`config.mk`:
```
export PLATFORM = sky130hd
export DESIGN_NAME = cpc_fdc_bus_bridge
export DESIGN_NICKNAME = d
export VERILOG_FILES = /design/src/rtl/cpc_fdc_bus_bridge.sv
export SDC_FILE = /design/constraint.sdc
export NUM_CORES = 1
export LEC_CHECK = 0
export BUFFER_PORTS_ARGS = -buffer_cell sky130_fd_sc_hd__buf_2
export CAP_MARGIN = 25
export CORE_MARGIN = 1.5
export CORE_UTILIZATION = 25
export DETAILED_ROUTE_END_ITERATION = 8
export PLACE_DENSITY = 0.48
export SETUP_SLACK_MARGIN = 0.5
export SLEW_MARGIN = 25
export SYNTH_ARGS = -nofsm -noshare
export SYNTH_HDL_FRONTEND = slang
export SYNTH_SLANG_ARGS = --single-unit
```
`constraint.sdc`:
```
create_clock -name wb_clk_i -period 2.6 [get_ports wb_clk_i]
set_clock_uncertainty 0.15 [all_clocks]
set_input_delay 0.39 -clock wb_clk_i [delete_from_list [all_inputs] [get_ports wb_clk_i]]
set_output_delay 0.39 -clock wb_clk_i [all_outputs]
set_load 0.05 [all_outputs]
```
`src/rtl/cpc_fdc_bus_bridge.sv`:
```
// CPU I/O bus to FDC Wishbone bridge: decodes the FDC and motor-latch ports and turns
// FDC accesses into single classic cycles while holding the CPU in wait states.
module cpc_fdc_bus_bridge #(
  parameter logic [15:0] ADDR_MASK   = 16'h0581,
  parameter logic [15:0] FDC_MATCH   = 16'h0100,
  parameter logic [15:0] MOTOR_MATCH = 16'h0000,
  parameter logic [7:0]  TIMEOUT     = 8'd255
) (
  input  logic        wb_clk_i,
  input  logic        wb_rst_i,
  input  logic [15:0] cpu_addr,
  input  logic        cpu_iorq_n,
  input  logic        cpu_rd_n,
  input  logic        cpu_wr_n,
  input  logic [7:0]  cpu_din,
  output logic [7:0]  cpu_dout,
  output logic        cpu_doe,
  output logic        cpu_wait_n,
  output logic        wb_cyc_o,
  output logic        wb_stb_o,
  output logic        wb_we_o,
  output logic [2:0]  wb_adr_o,
  output logic [7:0]  wb_dat_o,
  input  logic [7:0]  wb_dat_i,
  input  logic        wb_ack_i,
  output logic [1:0]  motor,
  output logic        timeout
);

  typedef enum logic [1:0] {StIdle, StReq, StHold} state_e;

  state_e state_q, state_d;

  logic       cyc_q, cyc_d;
  logic       we_q, we_d;
  logic       adr0_q, adr0_d;
  logic [7:0] dat_q, dat_d;
  logic [7:0] dout_q, dout_d;
  logic [1:0] motor_q, motor_d;
  logic       timeout_q, timeout_d;
  logic [7:0] timer_q, timer_d;
  logic       rd_flag_q, rd_flag_d;

  logic rd_req, wr_req, any_req;
  logic fdc_hit, motor_hit;
  logic fdc_start, motor_wr, acked, expired, done;

  assign rd_req  = !cpu_iorq_n && !cpu_rd_n;
  assign wr_req  = !cpu_iorq_n && !cpu_wr_n;
  assign any_req = rd_req || wr_req;

  // addr[0] picks the FDC register, so it is excluded from the FDC match.
  assign fdc_hit   = ((cpu_addr ^ FDC_MATCH) & ADDR_MASK & 16'hFFFE) == 16'h0000;
  assign motor_hit = ((cpu_addr ^ MOTOR_MATCH) & ADDR_MASK) == 16'h0000;

  assign fdc_start = (state_q == StIdle) && fdc_hit && any_req;
  assign motor_wr  = (state_q == StIdle) && !fdc_hit && motor_hit && wr_req;
  assign acked     = (state_q == StReq) && wb_ack_i;
  // Ack takes priority over expiry on the same cycle.
  assign expired   = (state_q == StReq) && !wb_ack_i && (timer_q == TIMEOUT);
  assign done      = acked || expired;

  always_ff @(posedge wb_clk_i or posedge wb_rst_i) begin
    if (wb_rst_i) begin
      state_q <= StIdle;
    end else begin
      state_q <= state_d;
    end
  end

  always_comb begin
    state_d = state_q;
    case (state_q)
      StIdle: begin
        if (fdc_start) begin
          state_d = StReq;
        end else if (motor_wr) begin
          state_d = StHold;
        end
      end
      StReq: begin
        // A strobe released mid-transaction skips HOLD.
        if (done) state_d = any_req ? StHold : StIdle;
      end
      StHold: begin
        if (!any_req) state_d = StIdle;
      end
      default: state_d = StIdle;
    endcase
  end

  always_comb begin
    cyc_d     = cyc_q;
    we_d      = we_q;
    adr0_d    = adr0_q;
    dat_d     = dat_q;
    dout_d    = dout_q;
    motor_d   = motor_q;
    timeout_d = 1'b0;
    timer_d   = timer_q;
    rd_flag_d = rd_flag_q;
    if (fdc_start) begin
      cyc_d     = 1'b1;
      we_d      = wr_req;
      adr0_d    = cpu_addr[0];
      timer_d   = 8'd0;
      rd_flag_d = !wr_req;
      if (wr_req) dat_d = cpu_din;
    end
    if (motor_wr) begin
      motor_d   = {2{cpu_din[0]}};
      rd_flag_d = 1'b0;
    end
    if (state_q == StReq) begin
      timer_d = timer_q + 8'd1;
      if (acked) begin
        cyc_d = 1'b0;
        if (!we_q) dout_d = wb_dat_i;
      end else if (expired) begin
        cyc_d     = 1'b0;
        timeout_d = 1'b1;
        if (!we_q) dout_d = 8'hFF;
      end
    end
  end

  always_ff @(posedge wb_clk_i or posedge wb_rst_i) begin
    if (wb_rst_i) begin
      cyc_q     <= 1'b0;
      we_q      <= 1'b0;
      adr0_q    <= 1'b0;
      dat_q     <= 8'h00;
      dout_q    <= 8'hFF;
      motor_q   <= 2'b00;
      timeout_q <= 1'b0;
      timer_q   <= 8'd0;
      rd_flag_q <= 1'b0;
    end else begin
      cyc_q     <= cyc_d;
      we_q      <= we_d;
      adr0_q    <= adr0_d;
      dat_q     <= dat_d;
      dout_q    <= dout_d;
      motor_q   <= motor_d;
      timeout_q <= timeout_d;
      timer_q   <= timer_d;
      rd_flag_q <= rd_flag_d;
    end
  end

  // Wait/drive enables are combinational; reset forces their idle values immediately.
  always_comb begin
    cpu_wait_n = 1'b1;
    cpu_doe    = 1'b0;
    if (!wb_rst_i) begin
      case (state_q)
        StIdle: begin
          cpu_wait_n = !fdc_start;
          cpu_doe    = fdc_start && rd_req && !wr_req;
        end
        StReq: begin
          cpu_wait_n = 1'b0;
          cpu_doe    = !we_q;
        end
        StHold:  cpu_doe = rd_flag_q;
        default: ;
      endcase
    end
  end

  assign wb_cyc_o = cyc_q;
  assign wb_stb_o = cyc_q;
  assign wb_we_o  = we_q;
  assign wb_adr_o = {2'b00, adr0_q};
  assign wb_dat_o = dat_q;
  assign cpu_dout = dout_q;
  assign motor    = motor_q;
  assign timeout  = timeout_q;

endmodule

```
; Word level (Yosys, flattened, before mapping)
; Cells that the tools add are included.
[op_classes]
addsub = 1
eq_ne = 8
mux = 25
n_bitwise = 1
reduce_logical = 31
[op_table]
columns = operator, count
row1 = 8-bit 2-to-1 mux, 6
row2 = 16-bit zero test, 2
row3 = 1-bit logical AND, 12
row4 = 1-bit 2-to-1 mux, 11
row5 = 2-bit 2-to-1 mux, 5
row6 = "8-bit by 1-bit adder with 8-bit output, second input constant", 1
row7 = "8-bit == test, second input constant", 1
row8 = 1-bit zero test, 8
row9 = "2-bit != test, second input constant", 4
row10 = 2-bit one-hot mux with 3 select lines, 1
row11 = 2-bit nonzero test, 3
row12 = 4-bit AND reduction, 1
row13 = "3-bit != test, second input constant", 1
row14 = 1-bit one-hot mux with 3 select lines, 1
row15 = 3-bit AND reduction, 1
row16 = "2-bit by 1-bit == test with 1-bit output, second input constant", 1
row17 = "2-bit == test, second input constant", 1
row18 = 2-bit zero test, 1
row19 = 1-bit logical OR, 2
row20 = 1-bit one-hot mux with 2 select lines, 1
row21 = 2-bit AND reduction, 1
row22 = 1-bit inverter, 1
[totals]
register_bits = 32
in_bits = 38
out_inout_bits = 27
word_cells = 76

; Depth between registers and ports, before layout
[depth]
depth_word = 9
ltp_mapped = 4
depth_no_buf = 4

; Worst setup path after synthesis
; No wires, ideal clock.
[synth_timing]
kind = reg2out
start = register state_q[1]
end = output cpu_doe
arrival_time_ps = 2241
required_ps = 2060
path_slack_ps = -181
path_stages_with_launch = 5
n_path_buf = 1
path_cell_list = dfrtp_1 > or4_1 > buf_2 > or3_1 > o22ai_1
[synth_between]
elab_chain_len = 7
word_cells_on_any_way = 9
cone_classes = eq/ne (2) / mux (2) / reduce/logical (5)
[synth_rtl]
columns = element, line_no
row1 = from (decl), 32  ; state_e state_q, state_d;
row2 = from (signal assigned), 65  ; state_q <= StIdle;
row3 = from (signal assigned), 67  ; state_q <= state_d;
row4 = 2-bit zero test, "56, 156"
row5 = 1-bit logical AND (2 in a row), 56  ; assign fdc_start = (state_q == StIdle) && fdc_hit && any_req;
row6 = 1-bit logical AND (2 in a row), 159  ; cpu_doe = fdc_start && rd_req && !wr_req;
row7 = 1-bit one-hot mux with 3 select lines *, 156  ; case (state_q)
row8 = 1-bit 2-to-1 mux *, 155  ; if (!wb_rst_i) begin
row9 = to (decl), 17  ; output logic cpu_doe,
; Every way passes the cells marked *; elsewhere a longest branch is shown, timed or not.

; Final worst setup path
[layout_timing]
start = register state_q[0]
end = output cpu_doe
; Same word-level chain as after synthesis.

==> impl_metrics.ini <==
[critical_path]
end_kind = output port
path_cells = or4_4 > or3_4 > o22ai_4 > buf_6
cp-start-kind = flop
cp_max_fo = 2
crit_arrival_ns = 1.83
reg2reg_slack_ns = 0.49
cpMaxStageDelayCell = or4_4
critPathTopFamily = simple AND/OR/NAND/NOR gates
cp.required_ns = 2.06
path_class = flop to output port
crit_buf_inv = 1
cpPeakStageDelay_ns = 0.49

[detailed_routing]
post-route-drc-count = 0
drtPass1Iterations = 4
avgRoutedWirePerCell_um = 13.2
drt-total-wl_mm = 3.73
ant_nets = 0
via_per_inst = 4.61
drtIter0Drc = 53
vias = 1301

[placed_design]
placed_area_um2 = 1920
port_buffers = 50
place.gp.congestion = 0.747
hpwl_mm = 2.74

[floorplan]
rows = 28
core-area_um2 = 5920
start_util = 0.260
die_h_um = 81.4
die_w_um = 81.4
die_area_um2 = 6630
io_pins = 65

[yosys]
synth_edf_count = 0
ys_ff_latch = 32
synthArstFlopShare = 1.00
ys_types = 41
yosys-top-cells-area = dfrtp_1 39%, dfstp_2 14%, mux2_2 5.9%
yosys.area.top_type = dfrtp_1
synth.yosys.seq_area_share = 0.527
ys_warn_count = 0
synth-main-ff-cell = dfrtp_1
synth_commonest_cells = 24 x dfrtp_1, 14 x a21oi_1, 12 x inv_1
yosysMostFrequentCell = dfrtp_1
netlist_area_um2 = 1540
synth_top_area_share = 0.391
syn_area_per_cell_um2 = 10.8
syn_inst = 143

[run]
cap_violations = 0

[power]
p_leak_nw = 0.966
powerDensity_nw_per_um2 = 792
irDropWorstVdd_uv = 398

[clock_tree]
cts_buffers = 5
clock_sinks = 32
clockBufferDepth = 2
clkLatencyLatePin_ns = 0.28
h-tree-depth = 2
cts_tree = done
cts_root_buf = clkbuf_8
clk_pin_slew_ns = 0.07

[grt]
antenna_found_initial = 0
grt.total_usage = 0.123
grt_pass1_vias = 1250
grt_max_degree = 17
grt_pass1_wl_mm = 6.18
grt-ovfl-total = 0

[cells_and_area]
design_area_um2 = 2100
syn2layout_area_growth_pct = 36.7
fin_nets = 245
antenna_cells = 0
drive_gt1_frac = 0.449

[timing]
rsz0062_at_grt = true
min_period_ns = 2.37
setup-tns-final_ns = 0
min_period_over_period = 0.910
hold_viol_final = 0
fmax_ghz = 0.423
drv_slew = 0
finalSetupViolCount = 0

[outcome]
status = completed

[min_path]
hp-class = input pin to asynchronous set/reset pin
==> tightest hold or removal path: cells and delay by family <==
kind | cells | cell delay, ns
buffers and inverters | 3 | 0.51
==> where the power goes <==
part           leakage, nW  switching [mW]  internal [mW]
clock network       0.0515           0.179          0.242
registers            0.388          0.0878          0.609
logic                0.526           0.375          0.174
total                0.966           0.641           1.02
==> cells by family (layout without fill, tap and decap cells) <==
kind of cell	after synthesis	after routing	share of synthesized area
AOI/OAI and AO/OA	41	41	0.168
adders and majority gates	1	1	0.00814
buffers and inverters	20	83	0.0618
DFF	32	32	0.527
muxes	12	12	0.0879
other	1	2	0.00244
and+or+nand+nor	36	36	0.144
==> stage by stage <==
| step | util | power (mW) | hold WS [ns] | setup slack [ns] | cells |
|---|---|---|---|---|---|
| 2_1_floorplan | - | 1.12 | 0.291 | 0.302 | 144 |
| 3_3_place_gp | 0.324 | 1.24 | 0.234 | 0.184 | 269 |
| 3_5_place_dp | 0.324 | 1.25 | 0.231 | 0.180 | 269 |
| 4_1_cts | 0.354 | 1.69 | 0.128 | 0.198 | 282 |
| 5_1_grt | 0.355 | 1.76 | 0.158 | 0.176 | 282 |
| 6_report | 0.355 | 1.67 | 0.116 | 0.234 | 282 |
==> final timing paths <==
path                        startpoint  depth (start not counted)     endpoint
max                         state_q[0]                          4      cpu_doe
min                           wb_rst_i                          3   timer_q[5]
max reg2reg                 state_q[0]                          6  wb_dat_o[1]
min reg2reg                cpu_dout[5]                          2  cpu_dout[5]
max in group asynchronous     wb_rst_i                          3       adr0_q
min in group wb_clk_i       cpu_din[0]                          3     motor[0]
==> timing repair <==
action                                  CTS  global route
endpoints found under the setup margin   11            12
pin swaps                                 4             3
hold buffers                              1             0
buffers inserted                          4             0
hold endpoints to repair                  4             0
gates resized for setup                   7             1
==> registers in the layout (all words and copies together), names as in the netlist <==
signal     flops
wb_dat_o       8
timeout        1
cpu_dout       8
motor          1
timer_q        8
state_q        2
adr0_q         1
wb_we_o        1
rd_flag_q      1
wb_cyc_o       1
==> cell usage in the layout (no fill, tap or decap), types with 2 or more instances in the layout <==
cell type  Yosys  routed
nand2_1        9       8
clkbuf_8       0       7
buf_2          1      48
buf_4          5      10
or4_1          4       3
o31ai_1        2       2
nor2b_1        2       2
nand2b_1       2       2
a21oi_1       14      14
nor2_1         2       2
dfstp_2        8       8
o211ai_1       4       4
nor4_1         3       3
a21o_1         2       2
nor3_1         2       2
mux2i_1        3       3
o22ai_1        9       8
conb_1         1       2
dfrtp_1       24      24
inv_1         12      12
o21ai_0        4       4
nand3_1        2       2
buf_6          0       2
nand4_1        2       2
mux2_2         8       8
or3_4          1       2
==> layer usage <==
metal	track usage	share of wire
met5	0	0
met4	0.0259	0.0067
met3	0.0422	0.065
met2	0.193	0.47
met1	0.165	0.45
==> layout make-up <==
type / count / area (um^2)
well taps: 75 / 93.8
flip-flops and latches: 32 / 811
multi-input cells: 92 / 669
repair buffers: 63 / 383
fillers: 605 / 3820
inverters: 12 / 45.0
clock buffers: 8 / 100
Power figures use the tool's default switching activity.
